$ cat config.mk
export PLATFORM = sky130hd
export DESIGN_NAME = inst_prefetch_queue
export DESIGN_NICKNAME = d
export VERILOG_FILES = /design/src/rtl/fetch_pkg.sv /design/src/rtl/fetch_fifo_mem.sv /design/src/rtl/inst_prefetch_queue.sv
export SDC_FILE = /design/constraint.sdc
export NUM_CORES = 1
export LEC_CHECK = 0
export ABC_AREA = 1
export BUFFER_PORTS_ARGS = -buffer_cell sky130_fd_sc_hd__buf_2
export CAP_MARGIN = 30
export CORE_AREA = 3 3 310 312
export CTS_CLUSTER_DIAMETER = 200
export DETAILED_ROUTE_END_ITERATION = 8
export DIE_AREA = 0 0 313 315
export PLACE_DENSITY = 0.74
export SYNTH_ARGS = -nofsm -noshare
export SYNTH_HDL_FRONTEND = slang
export SYNTH_HIERARCHICAL = 1
export SYNTH_SLANG_ARGS = --single-unit
$ cat constraint.sdc
create_clock -name clk -period 6.1 [get_ports clk]
set_input_delay 0 -clock clk [delete_from_list [all_inputs] [get_ports clk]]
set_output_delay 0 -clock clk [all_outputs]
set_load 0.05 [all_outputs]
$ cat src/rtl/fetch_pkg.sv
// ----------------------------------------------------------------------------
// fetch_pkg
// Shared types and constants for the instruction prefetch queue.
//   XLEN          : address / instruction word width
//   INST_ID_W     : width of the running instruction id
//   fetch_entry_t : one buffered fetch result {addr, inst}
//   next_seq_pc   : sequential successor of a fetch address (wraps mod 2^32)
// ----------------------------------------------------------------------------
package fetch_pkg;

    localparam int XLEN      = 32;
    localparam int INST_ID_W = 64;

    typedef struct packed {
        logic [XLEN-1:0] addr;
        logic [XLEN-1:0] inst;
    } fetch_entry_t;

    function automatic logic [XLEN-1:0] next_seq_pc(input logic [XLEN-1:0] pc);
        return pc + XLEN'(4);
    endfunction

endpackage

$ cat src/rtl/fetch_fifo_mem.sv
// ----------------------------------------------------------------------------
// fetch_fifo_mem
// DEPTH-entry storage for returned fetch results. Synchronous write port,
// asynchronous read at the read pointer. Entry 0 is cleared on reset so the
// head entry reads as all-zero straight after reset.
// Ports:
//   clk        : clock
//   i_srst     : synchronous active-high reset (clears entry 0 only)
//   i_wr_en    : write strobe
//   i_wr_ptr   : write index
//   i_wr_data  : entry to write
//   i_rd_ptr   : read index
//   o_rd_data  : entry at i_rd_ptr (combinational)
// ----------------------------------------------------------------------------
module fetch_fifo_mem
    import fetch_pkg::*;
#(
    parameter int DEPTH = 16,
    parameter int PTR_W = $clog2(DEPTH)
) (
    input  logic             clk,
    input  logic             i_srst,
    input  logic             i_wr_en,
    input  logic [PTR_W-1:0] i_wr_ptr,
    input  fetch_entry_t     i_wr_data,
    input  logic [PTR_W-1:0] i_rd_ptr,
    output fetch_entry_t     o_rd_data
);

    fetch_entry_t w_entries [DEPTH];

    // Each entry is its own register so that only entry 0 carries a reset.
    generate
        for (genvar gi = 0; gi < DEPTH; gi++) begin : g_entry
            fetch_entry_t r_entry;

            always_ff @(posedge clk) begin
                if (i_srst && (gi == 0)) begin
                    r_entry <= '0;
                end else if (i_wr_en && (i_wr_ptr == PTR_W'(gi))) begin
                    r_entry <= i_wr_data;
                end
            end

            assign w_entries[gi] = r_entry;
        end
    endgenerate

    assign o_rd_data = w_entries[i_rd_ptr];

endmodule

$ cat src/rtl/inst_prefetch_queue.sv
// ----------------------------------------------------------------------------
// inst_prefetch_queue
// Instruction prefetch queue between the instruction memory port and the
// fetch/decode stage. Issues sequential (+4) fetches, up to MAX_OUTSTANDING in
// flight, and buffers the results in a DEPTH-entry FIFO. A request is only
// issued when a FIFO slot is reserved for it, so responses never stall.
// A redirect flushes the FIFO in one cycle and bumps the epoch; in-flight
// responses carrying an old epoch are dropped on arrival.
// Ports:
//   clk, reset                          : clock, synchronous active-high reset
//   redir_valid, redir_addr             : backend redirect and new fetch PC
//   out_valid, out_ready                : head handshake towards decode
//   out_addr, out_inst, out_inst_id     : head PC, instruction word, id
//   mem_req_valid, mem_req_ready        : fetch request handshake
//   mem_req_addr, mem_req_epoch         : fetch address and epoch tag
//   mem_resp_valid                      : in-order response strobe
//   mem_resp_addr, mem_resp_inst        : echoed address, instruction word
//   mem_resp_epoch                      : echoed epoch tag
// ----------------------------------------------------------------------------
module inst_prefetch_queue
    import fetch_pkg::*;
#(
    parameter int          DEPTH           = 16,
    parameter int          MAX_OUTSTANDING = 4,
    parameter int          EPOCH_W         = 3,
    parameter logic [31:0] RESET_PC        = 32'h0
) (
    input  logic                 clk,
    input  logic                 reset,

    input  logic                 redir_valid,
    input  logic [31:0]          redir_addr,

    output logic                 out_valid,
    input  logic                 out_ready,
    output logic [31:0]          out_addr,
    output logic [31:0]          out_inst,
    output logic [63:0]          out_inst_id,

    output logic                 mem_req_valid,
    input  logic                 mem_req_ready,
    output logic [31:0]          mem_req_addr,
    output logic [EPOCH_W-1:0]   mem_req_epoch,

    input  logic                 mem_resp_valid,
    input  logic [31:0]          mem_resp_addr,
    input  logic [31:0]          mem_resp_inst,
    input  logic [EPOCH_W-1:0]   mem_resp_epoch
);

    localparam int PTR_W = $clog2(DEPTH);
    localparam int CNT_W = PTR_W + 1;
    localparam int OST_W = $clog2(MAX_OUTSTANDING + 1);

    // ------------------------------------------------------------------
    // Parameter sanity
    // ------------------------------------------------------------------
    generate
        if ((DEPTH < 2) || ((DEPTH & (DEPTH - 1)) != 0)) begin : g_bad_depth
            $error("inst_prefetch_queue: DEPTH must be a power of two >= 2");
        end
        if ((MAX_OUTSTANDING < 1) || (MAX_OUTSTANDING > DEPTH)) begin : g_bad_ost
            $error("inst_prefetch_queue: MAX_OUTSTANDING must be in 1..DEPTH");
        end
        // With fewer epochs than in-flight requests, a stale response could
        // alias the current epoch after wrap-around.
        if ((1 << EPOCH_W) <= MAX_OUTSTANDING) begin : g_bad_epoch
            $error("inst_prefetch_queue: 2**EPOCH_W must exceed MAX_OUTSTANDING");
        end
    endgenerate

    // ------------------------------------------------------------------
    // State
    // ------------------------------------------------------------------
    logic [31:0]          r_pc;
    logic [EPOCH_W-1:0]   r_epoch;
    logic [CNT_W-1:0]     r_count;
    logic [OST_W-1:0]     r_outstanding;
    logic [PTR_W-1:0]     r_head;
    logic [PTR_W-1:0]     r_tail;
    logic [63:0]          r_inst_id;

    logic [31:0]          w_pc_next;
    logic [EPOCH_W-1:0]   w_epoch_next;
    logic [CNT_W-1:0]     w_count_next;
    logic [OST_W-1:0]     w_outstanding_next;
    logic [PTR_W-1:0]     w_head_next;
    logic [PTR_W-1:0]     w_tail_next;
    logic [63:0]          w_inst_id_next;

    // ------------------------------------------------------------------
    // Issue: credits cover both buffered entries and requests in flight.
    // A redirect frees every buffered entry this cycle, so those credits
    // are already available to the redirected request.
    // ------------------------------------------------------------------
    logic [CNT_W-1:0]     w_count_eff;
    logic [31:0]          w_credit_used;
    logic                 w_req_fire;
    logic [EPOCH_W-1:0]   w_epoch_inc;

    assign w_count_eff   = redir_valid ? '0 : r_count;
    assign w_credit_used = 32'(w_count_eff) + 32'(r_outstanding);
    assign w_epoch_inc   = r_epoch + EPOCH_W'(1);

    assign mem_req_valid = !reset
                           && (w_credit_used < 32'(DEPTH))
                           && (32'(r_outstanding) < 32'(MAX_OUTSTANDING));
    assign mem_req_addr  = redir_valid ? redir_addr : r_pc;
    assign mem_req_epoch = redir_valid ? w_epoch_inc : r_epoch;
    assign w_req_fire    = mem_req_valid && mem_req_ready;

    // ------------------------------------------------------------------
    // Response and output handshakes
    // ------------------------------------------------------------------
    logic                 w_resp_keep;
    logic                 w_wr_en;
    logic                 w_accept;
    fetch_entry_t         w_wr_data;
    fetch_entry_t         w_head_entry;

    assign w_resp_keep    = mem_resp_valid && (mem_resp_epoch == r_epoch) && !redir_valid;
    assign w_wr_en        = w_resp_keep && !reset;
    assign w_wr_data.addr = mem_resp_addr;
    assign w_wr_data.inst = mem_resp_inst;

    assign out_valid   = (r_count != '0) && !redir_valid;
    assign w_accept    = out_valid && out_ready;
    assign out_addr    = w_head_entry.addr;
    assign out_inst    = w_head_entry.inst;
    assign out_inst_id = r_inst_id;

    fetch_fifo_mem #(
        .DEPTH (DEPTH),
        .PTR_W (PTR_W)
    ) u_fifo_mem (
        .clk       (clk),
        .i_srst    (reset),
        .i_wr_en   (w_wr_en),
        .i_wr_ptr  (r_tail),
        .i_wr_data (w_wr_data),
        .i_rd_ptr  (r_head),
        .o_rd_data (w_head_entry)
    );

    // ------------------------------------------------------------------
    // Next-state
    // ------------------------------------------------------------------
    always_comb begin
        w_pc_next          = r_pc;
        w_epoch_next       = r_epoch;
        w_count_next       = r_count;
        w_outstanding_next = r_outstanding
                             + OST_W'(w_req_fire)
                             - OST_W'(mem_resp_valid);
        w_head_next        = r_head;
        w_tail_next        = r_tail + PTR_W'(w_resp_keep);
        w_inst_id_next     = r_inst_id;

        // mem_req_addr already selects redir_addr during a redirect, so a
        // fire always continues from the address that just went out.
        if (w_req_fire) begin
            w_pc_next = next_seq_pc(mem_req_addr);
        end else if (redir_valid) begin
            w_pc_next = redir_addr;
        end

        if (redir_valid) begin
            // Everything buffered is dropped by snapping head to tail; no
            // write or accept can happen in a redirect cycle.
            w_head_next    = r_tail;
            w_count_next   = '0;
            w_epoch_next   = w_epoch_inc;
            w_inst_id_next = r_inst_id + 64'd1;
        end else begin
            w_count_next = r_count + CNT_W'(w_resp_keep) - CNT_W'(w_accept);
            w_head_next  = r_head + PTR_W'(w_accept);
            if (w_accept) begin
                w_inst_id_next = r_inst_id + 64'd1;
            end
        end
    end

    always_ff @(posedge clk) begin
        if (reset) begin
            r_pc          <= RESET_PC;
            r_epoch       <= '0;
            r_count       <= '0;
            r_outstanding <= '0;
            r_head        <= '0;
            r_tail        <= '0;
            r_inst_id     <= '0;
        end else begin
            r_pc          <= w_pc_next;
            r_epoch       <= w_epoch_next;
            r_count       <= w_count_next;
            r_outstanding <= w_outstanding_next;
            r_head        <= w_head_next;
            r_tail        <= w_tail_next;
            r_inst_id     <= w_inst_id_next;
        end
    end

    // The credit scheme must make a write into a full FIFO impossible.
    always_ff @(posedge clk) begin
        if (!reset) begin
            assert (!(w_wr_en && (r_count == CNT_W'(DEPTH))))
                else $error("inst_prefetch_queue: write with FIFO full");
        end
    end

endmodule

# ---- Yosys cells after proc, flatten, opt, wreduce, memory -nomap -nowiden
# Index checks and enable logic that the tools add are counted.
dict set report op_classes {
  add_sub_neg 10
  order_cmp 3
  n_eq_ne 16
  n_mux 10
  n_bitwise 1
  reduce_logical 30
}
# operator count
set op_table {}
lappend op_table {{64-bit binary-select mux with 4-bit select} 1}
lappend op_table {{64-bit 2-to-1 mux} 4}
lappend op_table {{64-bit by 1-bit adder with 64-bit output, second input constant} 1}
lappend op_table {{32-bit 2-to-1 mux} 2}
lappend op_table {{32-bit by 3-bit adder with 32-bit output, second input constant} 1}
lappend op_table {{4-bit equality test, second input constant} 8}
lappend op_table {{1-bit logical AND} 24}
lappend op_table {{4-bit by 3-bit equality test with 1-bit output, second input constant} 4}
lappend op_table {{4-bit by 1-bit adder with 4-bit output} 2}
lappend op_table {{4-bit by 2-bit equality test with 1-bit output, second input constant} 2}
lappend op_table {{5-bit by 3-bit adder with 6-bit output} 1}
lappend op_table {{6-bit by 5-bit < comparator with 1-bit output, second input constant} 1}
lappend op_table {{5-bit by 1-bit adder with 5-bit output} 1}
lappend op_table {{5-bit greater-or-equal comparator, second input constant} 1}
lappend op_table {{5-bit 2-to-1 mux} 1}
lappend op_table {{4-bit NOT with 5-bit output} 1}
lappend op_table {{5-bit nonzero test} 1}
lappend op_table {{5-bit by 1-bit subtractor with 5-bit output} 1}
lappend op_table {{4-bit by 1-bit equality test with 1-bit output, second input constant} 1}
lappend op_table {{4-bit logical NOT} 1}
lappend op_table {{4-bit 2-to-1 mux} 1}
lappend op_table {{3-bit by 1-bit adder with 3-bit output} 1}
lappend op_table {{3-bit by 1-bit adder with 3-bit output, second input constant} 1}
lappend op_table {{3-bit equality test} 1}
lappend op_table {{other kinds (6)} 7}
dict set report totals {
  register_bits 1139
  in_bits 105
  out_inout_bits 165
  elab_cells 109
}

# ---- Depth between registers and ports, before layout
# Gate-level depths: netlist (run 1).
dict set report depth {
  depth_word 8
  ltp_mapped 23
  mapped_depth_nobuf 19
}

# ---- Cells and area by module
# The synthesis (run 1) kept the hierarchy.
# module n_inst cells_per_inst area_each_um2 seq_area_each_um2
set modules_own_cells {}
lappend modules_own_cells {fetch_fifo_mem 1 4297 43995.9 30108.9}
lappend modules_own_cells {inst_prefetch_queue 1 1200 7360.8 2302.2}

# ---- Worst setup path before layout (run 1)
# No wires, ideal clock.
dict set report synth_path {
  path_kind {input to register}
  startpoint {in redir_valid}
  endpoint {reg u_fifo_mem/g_entry[3].r_entry[0] (netlist bit), enable pin}
  setup_time_ns 0.486
  t_arrival_ns 4.039
  required_time_ns 5.614
  slack_ns 1.575
  stages 10
  n_path_buf 3
  cell_sequence {buf_6 > clkinv_4 > buf_6 > buf_2 > nand2_1 > nor4_1 > inv_1 > nor2_1 > nand3_1 > nor2_1}
}
dict set report synth_via {
  elab_chain_len 4
}
# item line
set synth_lines {}
lappend synth_lines {{start: declaration} inst_prefetch_queue.sv:31} ;# input logic redir_valid,
lappend synth_lines {{1-bit logical NOT} inst_prefetch_queue.sv:121} ;# assign w_resp_keep = mem_resp_valid && (mem_resp_epoch == r_epoch) && !redir_valid;
lappend synth_lines {{1-bit logical AND} inst_prefetch_queue.sv:121}
lappend synth_lines {{1-bit logical AND} inst_prefetch_queue.sv:122} ;# assign w_wr_en = w_resp_keep && !reset;
lappend synth_lines {{via w_wr_en} inst_prefetch_queue.sv:116} ;# logic w_wr_en;
lappend synth_lines {{1-bit logical AND} fetch_fifo_mem.sv:40} ;# end else if (i_wr_en && (i_wr_ptr == PTR_W'(gi))) begin
lappend synth_lines {{end signal: assignment} fetch_fifo_mem.sv:41} ;# r_entry <= i_wr_data;
lappend synth_lines {{end: declaration} fetch_fifo_mem.sv:35} ;# fetch_entry_t r_entry;
# The timed path passes the listed nets, and every way through them passes these cells.
# A chain may end at the register's enable or synchronous reset.

# ---- Worst setup path in the final report (run 1)
dict set report layout_path {
  startpoint {reg r_head[1]}
  endpoint {out out_addr[26]}
}
dict set report layout_via {
  elab_chain_len 4
}
# item line
set layout_lines {}
lappend layout_lines {{start: declaration} inst_prefetch_queue.sv:79} ;# logic [PTR_W-1:0] r_head;
lappend layout_lines {{start signal: assignment} inst_prefetch_queue.sv:197} ;# r_head <= w_head_next;
lappend layout_lines {{4-bit NOT with 5-bit output (implied by the code)} fetch_fifo_mem.sv:49} ;# assign o_rd_data = w_entries[i_rd_ptr];
lappend layout_lines {{64-bit binary-select mux with 4-bit select} fetch_fifo_mem.sv:49}
lappend layout_lines {{64-bit 2-to-1 mux (implied by the code) (2 in series)} fetch_fifo_mem.sv:49}
lappend layout_lines {{end: declaration} inst_prefetch_queue.sv:36} ;# output logic [31:0] out_addr,
# Every way passes these cells. The select of a mux whose other input is x is not followed.

==> metrics.csv, run 1 <==
stage;metric;value;unit
yosys;syn_area_per_cell;9.34;um2
worst_hold_path;min-delay worst type;primary input to flop;
place;GP Congestion;0.898;
clocking;CTS Root Cell;clkbuf_16;
sta;worst-margin pin slew;1.10;ns
flow_run;Max Cap Viol;0;
clocking;Clock Pin Slew Worst Setup and Hold Paths;0.06;ns
floorplan;core area;93300;um2
clocking;TritonCTS Buffers;115;
routing;Post-route DRC;0;
worst_hold_path;WHS Path Cells;6;
power_and_ir_drop;P_leak;25.0;nW
clocking;clock network latency to the later pin of the worst-skew pair;0.70;ns
setup_path;sequence of cells on the critical path;buf_4 > buf_4 > nand3_1 > nand3_1 > nand3_1 > nand2_1 > buf_2;
routing;routed vias/inst;5.37;
floorplan;Boundary Pins;270;
place;port bufs;269;
sta;Worst Hold Slack;0.0569;ns
sta;Final TNS setup;0;ns
yosys;Post-synth ARST share;0;%
power_and_ir_drop;VDD IR-drop max;0.245;mV
yosys;Syn Nets;5621;
routing;Routed met1 length;51300;um
cells_and_area;fin cells;7150;
routing;Pre-antenna DRT Iters;7;
yosys;top cells by area, synth;edfxtp_1, nand2_1, nand3_1, dfxtp_1, inv_1;
setup_path;R2R cell count;7;
setup_path;reg-to-reg startpoint;r_epoch[0];
clocking;clk sinks;1139;
yosys;number of synthesized register bits;1139;
floorplan;DIE HEIGHT;315;um
sta;min cycle time layout;3.99;ns
sta;Final Cycle Share;65.5;%
routing;met2 wire length;63300;um
setup_path;max incr delay on CP;0.95;ns
cells_and_area;fin util;63.1;%
yosys;Yosys Warn Count;6;
global_route;initial antenna violation count;2;
worst_hold_path;critical hold path startpoint;mem_resp_epoch[2];
setup_path;Worst Path Required;6.10;ns
cells_and_area;design area;58900;um2
sta;fmax;0.250;GHz
routing;highest metal used;met5;
global_route;global route total overflow;0;
global_route;Total GRT Usage;25.7;%
sta;pins over their slew limit;0;
cells_and_area;layout cell share with drive strength beyond 1;10.1;%
routing;Met3 Wirelength;10100;um
sta;final hold viol count;0;
sta;Slew HR;26.4;%
routing;WL/cell;18.1;um
yosys;Post-synth EDFFs;960;
place;Detailed Place HPWL;73100;um
cells_and_area;Final nets;5917;
floorplan;full die area;98600;um2
floorplan;Initial Utilization;55.0;%
routing;WL final;129000;um
setup_path;critical path type;flop to primary output;
routing;via count;38404;
clocking;CTS tree;done;
yosys;Synth Flop Type;edfxtp_1;
floorplan;die span in x;313;um
clocking;Max Buffers Root-to-Sink;3;
place;placed insts;6807;
floorplan;site row count;112;
global_route;first-pass GRT wire length;201000;um
cells_and_area;Layout area overhead;14.7;%
run_status;status;complete, no violations;
clocking;htree depth;3;
setup_path;Setup crit start;r_head[1];
global_route;largest net degree at the start of global routing;258;
yosys;area leader, netlist;edfxtp_1;
setup_path;Setup crit end kind;primary output;
place;DP Area;53600;um2
yosys;post-synth top area share;56.1;%
clocking;Post-CTS Setup Inserts;0;
yosys;Seq/Total Area, Yosys;63.1;%
routing;initial DRC count;3792;
yosys;Synth Cell Area;51400;um2
sta;final setup vio count;0;
power_and_ir_drop;pwr/cell area;296;nW/um2
setup_path;CP max stage cell;dfxtp_4;
yosys;Cells after Synth;5497;
setup_path;Setup crit start kind;flop;
setup_path;Critical Path AT;3.99;ns
setup_path;Critical Path Most Common Cell;nand3_1;
yosys;synth unique cells;40;
sta;Final Skew;0.0258;ns
sta;RSZ-0062 raised after global routing;false;
setup_path;worst-path fanout max;77;
global_route;vias in the first global route;37037;
routing;post-detailed-route count of antenna-violating nets;0;
[final timing paths]
kind / endpoint / slack [ns]
setup / recovery: out_addr[26] / 2.11
hold / removal: r_tail[0] / 0.06
hold reg to reg: u_fifo_mem/g_entry[0].r_entry[4] / 0.46
setup reg to reg: u_fifo_mem/g_entry[7].r_entry[54] / 2.16
[layer usage]
layer  up-vias  global-route usage [%]
li1      18310                       -
met1     18216                    33.7
met2      1591                    43.6
met3       285                    3.49
met4         2                    10.6
met5         -                       0
[flip-flops by register name (all words and copies together), names as in the netlist]
| signal | flops |
|---|---|
| out_inst_id | 64 |
| r_count | 5 |
| r_epoch | 3 |
| r_head | 4 |
| r_outstanding | 3 |
| r_pc | 32 |
| r_tail | 4 |
| u_fifo_mem/g_entry.r_entry | 1024 |
[synth_stat cells (all sizes together), types with 5 or more instances]
cell type  number
clkbuf         36
nor3           35
nand4          25
nor2          280
a21oi          80
ha             17
a211oi         64
dfxtp         179
nand2        1777
xnor2          11
edfxtp        960
nand3         837
o21ai          36
xor2           17
a31oi           5
inv           890
buf           229
[critical path: cells and delay by family (launching register included)]
kind | cells | cell delay (ns)
buffers and inverters | 3 | 1.66
DFF | 1 | 0.95
and+or+nand+nor | 4 | 0.65
[through the flow]
| step | worst slack (ns) | power (W) |
|---|---|---|
| finish | 2.11 | 0.0174 |
| global route | 1.95 | 0.0180 |
| CTS | 2.08 | 0.0175 |
| detailed placement | 2.09 | 0.0101 |
| global placement | 2.03 | 0.0101 |
| floorplan | 1.57 | 0.00968 |
[area by class of cell]
class                   instances  area (um2)
flip-flops and latches       1139       32400
clock buffers                 164        3300
repair buffers                444        3250
inverters                     891        3380
fillers                      7416       34400
well taps                    1254        1570
clock inverters                54         712
diodes                          2        5.00
multi-input cells            3202       14200
[cell usage in the layout, fill, tap and decap left out, types with 14 or more instances in the layout]
master,Yosys,routed
dfxtp_1,179,175
xor2_1,17,17
inv_1,882,881
dlygate4sd3_1,0,121
nand2_2,33,33
nand4_1,25,25
ha_1,17,17
clkbuf_8,0,20
o21ai_0,34,34
bufinv_16,0,16
edfxtp_1,960,960
nor2_1,263,248
a21oi_1,79,79
nor2_2,14,14
nand2_1,1740,1740
buf_4,23,37
nor2_4,3,18
nand3_1,836,835
clkbuf_16,0,117
a211oi_1,64,64
clkbuf_1,36,27
buf_2,170,268
nor3_1,34,34
clkinv_2,0,18
[kinds of logic after synthesis]
family                     after synthesis  share of synthesized area [%]
and+or+nand+nor                       2966                           24.3
buffers and inverters                 1156                           9.39
DFF                                   1139                           63.1
AOI/OAI and AO/OA                      189                           2.19
xor gates and xnor gates                28                          0.478
adders and majority gates               19                          0.492
[report_power, final]
group / internal (W) / switching (W)
Combinational: 0.000407 / 0.00113
Clock: 0.00444 / 0.00295
Sequential: 0.00846 / 0.0000421
[repair_timing]
item,in CTS,in global routing
hold endpoints to repair,1069,0
gates resized for setup,0,0
hold buffers,121,0
No activity file was read; power rests on OpenSTA's default activity.
==> inputs of run 2 (changes only) <==
ABC_AREA = 0   (was 1)
CORE_AREA = 3 3 290 292   (was 3 3 310 312)
DIE_AREA = 0 0 293 295   (was 0 0 313 315)
PLACE_DENSITY = 0.78   (was 0.74)
clock period = 3.6 ns   (was 6.1 ns; I/O delays follow)
==> metrics.csv, run 2 <==
stage;metric;value;unit
run_status;status;complete, no violations;
routing;Routed met1 length;40000;um
yosys;Post-synth ARST share;0;%
yosys;Synth Flop Type;edfxtp_1;
routing;Met3 Wirelength;7860;um
place;dpl ws;0.501;ns
floorplan;Boundary Pins;270;
yosys;top cells by count, synth;edfxtp_1, mux4_2, dfxtp_1, a22oi_1, nand3_1;
routing;Pre-antenna DRT Iters;5;
power_and_ir_drop;Logic pwr share;5.1;%
yosys;area leader, netlist;edfxtp_1;
clocking;Clock Pin Slew Worst Setup and Hold Paths;0.06;ns
global_route;initial antenna violation count;5;
cells_and_area;max reg flops;1024;
setup_path;Critical R2R Capture;r_pc[22];
cells_and_area;Seq. cell area;32400;um2
routing;WL final;105000;um
power_and_ir_drop;Int Pwr;0.0215;W
global_route;vias in the first global route;26752;
clocking;clock network latency to the later pin of the worst-skew pair;0.67;ns
setup_path;Setup crit start kind;primary input;
sta;worst-margin pin slew;1.04;ns
clocking;clk sinks;1139;
yosys;Yosys Warn Count;6;
place;port bufs;269;
place;DP Area;47900;um2
power_and_ir_drop;Psw;0.00577;W
yosys;synth unique cells;68;
sta;final setup vio count;0;
worst_hold_path;Hold EP;r_tail[0];
power_and_ir_drop;Sw Share;21.2;%
cells_and_area;Top reg by flops;u_fifo_mem/g_entry.r_entry;
floorplan;die span in x;293;um
worst_hold_path;min-delay worst type;primary input to flop;
cells_and_area;Final nets;3060;
place;Detailed Place HPWL;59200;um
worst_hold_path;WHS Path Cells;6;
routing;routed vias/inst;6.24;
sta;Final Cycle Share;92.6;%
floorplan;site row count;105;
yosys;number of synthesized register bits;1139;
setup_path;Worst Path Required;4.22;ns
routing;WL/cell;25.6;um
cells_and_area;fin cells;4107;
cells_and_area;layout cell share with drive strength beyond 1;27.2;%
routing;highest metal used;met5;
cells_and_area;commonest cells after routing, fill and taps aside;edfxtp_1, buf_2, mux4_2, dfxtp_1, a22oi_1;
cells_and_area;# fillers;5389;
cells_and_area;fin util;64.4;%
power_and_ir_drop;sequential share of power;52.8;%
routing;met2 wire length;53700;um
global_route;first-pass GRT wire length;161000;um
clocking;Post-CTS Setup Inserts;0;
setup_path;Setup crit end kind;flop;
power_and_ir_drop;P_leak;17.4;nW
sta;RSZ-0062 raised after global routing;false;
global_route;largest net degree at the start of global routing;74;
setup_path;worst-path fanout max;62;
setup_path;setup slack, reg-to-reg;0.38;ns
sta;final hold viol count;0;
yosys;Post-synth EDFFs;960;
sta;Final Skew;0.0236;ns
power_and_ir_drop;VDD IR-drop max;0.437;mV
yosys;most frequent cell after synthesis;edfxtp_1;
worst_hold_path;critical hold path startpoint;mem_resp_epoch[0];
floorplan;core area;81800;um2
global_route;Total GRT Usage;24.4;%
routing;Post-route DRC;0;
cells_and_area;Layout area overhead;17.3;%
clocking;TritonCTS Buffers;108;
yosys;Seq/Total Area, Yosys;72.1;%
floorplan;Initial Utilization;54.9;%
clocking;htree depth;3;
sta;pins over their slew limit;0;
clocking;CTS tree;done;
place;GP Congestion;0.824;
setup_path;critical path type;primary input to flop;
power_and_ir_drop;Total Power Consumption;0.0272;W
yosys;Syn Nets;2651;
routing;post-detailed-route count of antenna-violating nets;0;
setup_path;reg-to-reg startpoint;r_count[1];
sta;Slew HR;30.6;%
power_and_ir_drop;clock share of power;42.1;%
yosys;Cells after Synth;2527;
floorplan;DIE HEIGHT;295;um
power_and_ir_drop;pwr/cell area;517;nW/um2
yosys;top cells by area, synth;edfxtp_1, mux4_2, dfxtp_1, a22oi_1, nand3_1;
yosys;Synth Cell Area;45000;um2
sta;fmax;0.300;GHz
flow_run;Max Cap Viol;0;
yosys;syn_area_per_cell;17.8;um2
global_route;global route total overflow;0;
sta;min cycle time layout;3.33;ns
place;placed insts;3778;
routing;initial DRC count;2490;
cells_and_area;leading cell type in the layout, fill and taps excluded;edfxtp_1;
yosys;post-synth top area share;64.1;%
clocking;CTS Root Cell;clkbuf_16;
clocking;Max Buffers Root-to-Sink;3;
routing;via count;25640;
cells_and_area;design area;52700;um2
floorplan;full die area;86400;um2
setup_path;R2R cell count;11;
sta;worst setup margin;0.266;ns
setup_path;Critical Path AT;3.95;ns
cells_and_area;area of the multi-input gates;11800;um2
## run 2: layer usage
metal / global-route usage, % / vias to the layer above
met2: 41.5 / 1225
met3: 4.32 / 253
met5: 0 / -
met4: 8.83 / 2
met1: 31.9 / 13149
li1: - / 11011
## run 2: worst max-delay path by stage
| stage | from | to | slack (ns) | cells past startpoint |
|---|---|---|---|---|
| after floorplan | redir_valid | u_fifo_mem/g_entry[1].r_entry[0] | -0.49 | 10 |
| after global placement | r_count[2] | r_count[4] | 0.60 | 14 |
| after detailed placement | redir_valid | r_outstanding[2] | 0.50 | 14 |
| after CTS | redir_valid | r_pc[22] | 0.17 | 11 |
| after global routing | redir_valid | r_pc[22] | 0.04 | 11 |
| final | redir_valid | r_pc[22] | 0.27 | 11 |
## run 2: cell type report
class / instances / area share (%)
multi-input combinational: 1210 / 22.4
clock buffer: 150 / 5.73
inverter: 27 / 0.192
clock inverter: 56 / 1.16
tap: 1070 / 2.54
antenna: 5 / 0.0237
timing repair buffer: 450 / 6.41
sequential: 1139 / 61.5
## run 2: logic make-up after synthesis
group	after synthesis	share of synthesized area (%)
flops	1139	72.1
simple gates	487	5.62
compound gates	337	4.63
mux	291	13.7
buf+inv	178	1.93
xor+xnor	76	1.48
fa+ha+maj	19	0.562
## run 2: metrics by stage
step | TNS (ns) | hold WS, ns
2_1_floorplan | -93.23 | 0.0989
3_3_place_gp | 0 | 0.352
3_5_place_dp | 0 | 0.374
4_1_cts | 0 | 0.000389
5_1_grt | 0 | 0.0458
6_report | 0 | 0.0222
## run 2: power groups by stage
stage / registers, W / logic, W / clock network [W]
after detailed placement: 0.0147 / 0.00128 / 0
after CTS: 0.0144 / 0.00141 / 0.0116
after floorplan: 0.0147 / 0.000856 / 0
final: 0.0144 / 0.00140 / 0.0115
after global placement: 0.0147 / 0.00124 / 0
after global routing: 0.0144 / 0.00151 / 0.0122
## run 2: what timing repair did
item                                   4_1_cts  5_1_grt
endpoints found under the hold margin     1092        0
hold buffers                               118        0
resized for setup                            0        1
setup endpoints to repair                    0        1
## run 2: critical path, stage by stage
cell and delay [ns]:
dlygate4sd3_1 0.52, buf_2 0.41, buf_6 0.48, nand3_1 0.19, a22oi_2 0.41, and2_0 0.38
and3_1 0.24, a31oi_1 0.09, dlygate4sd3_1 0.57, nor2_1 0.09, dlygate4sd3_1 0.54
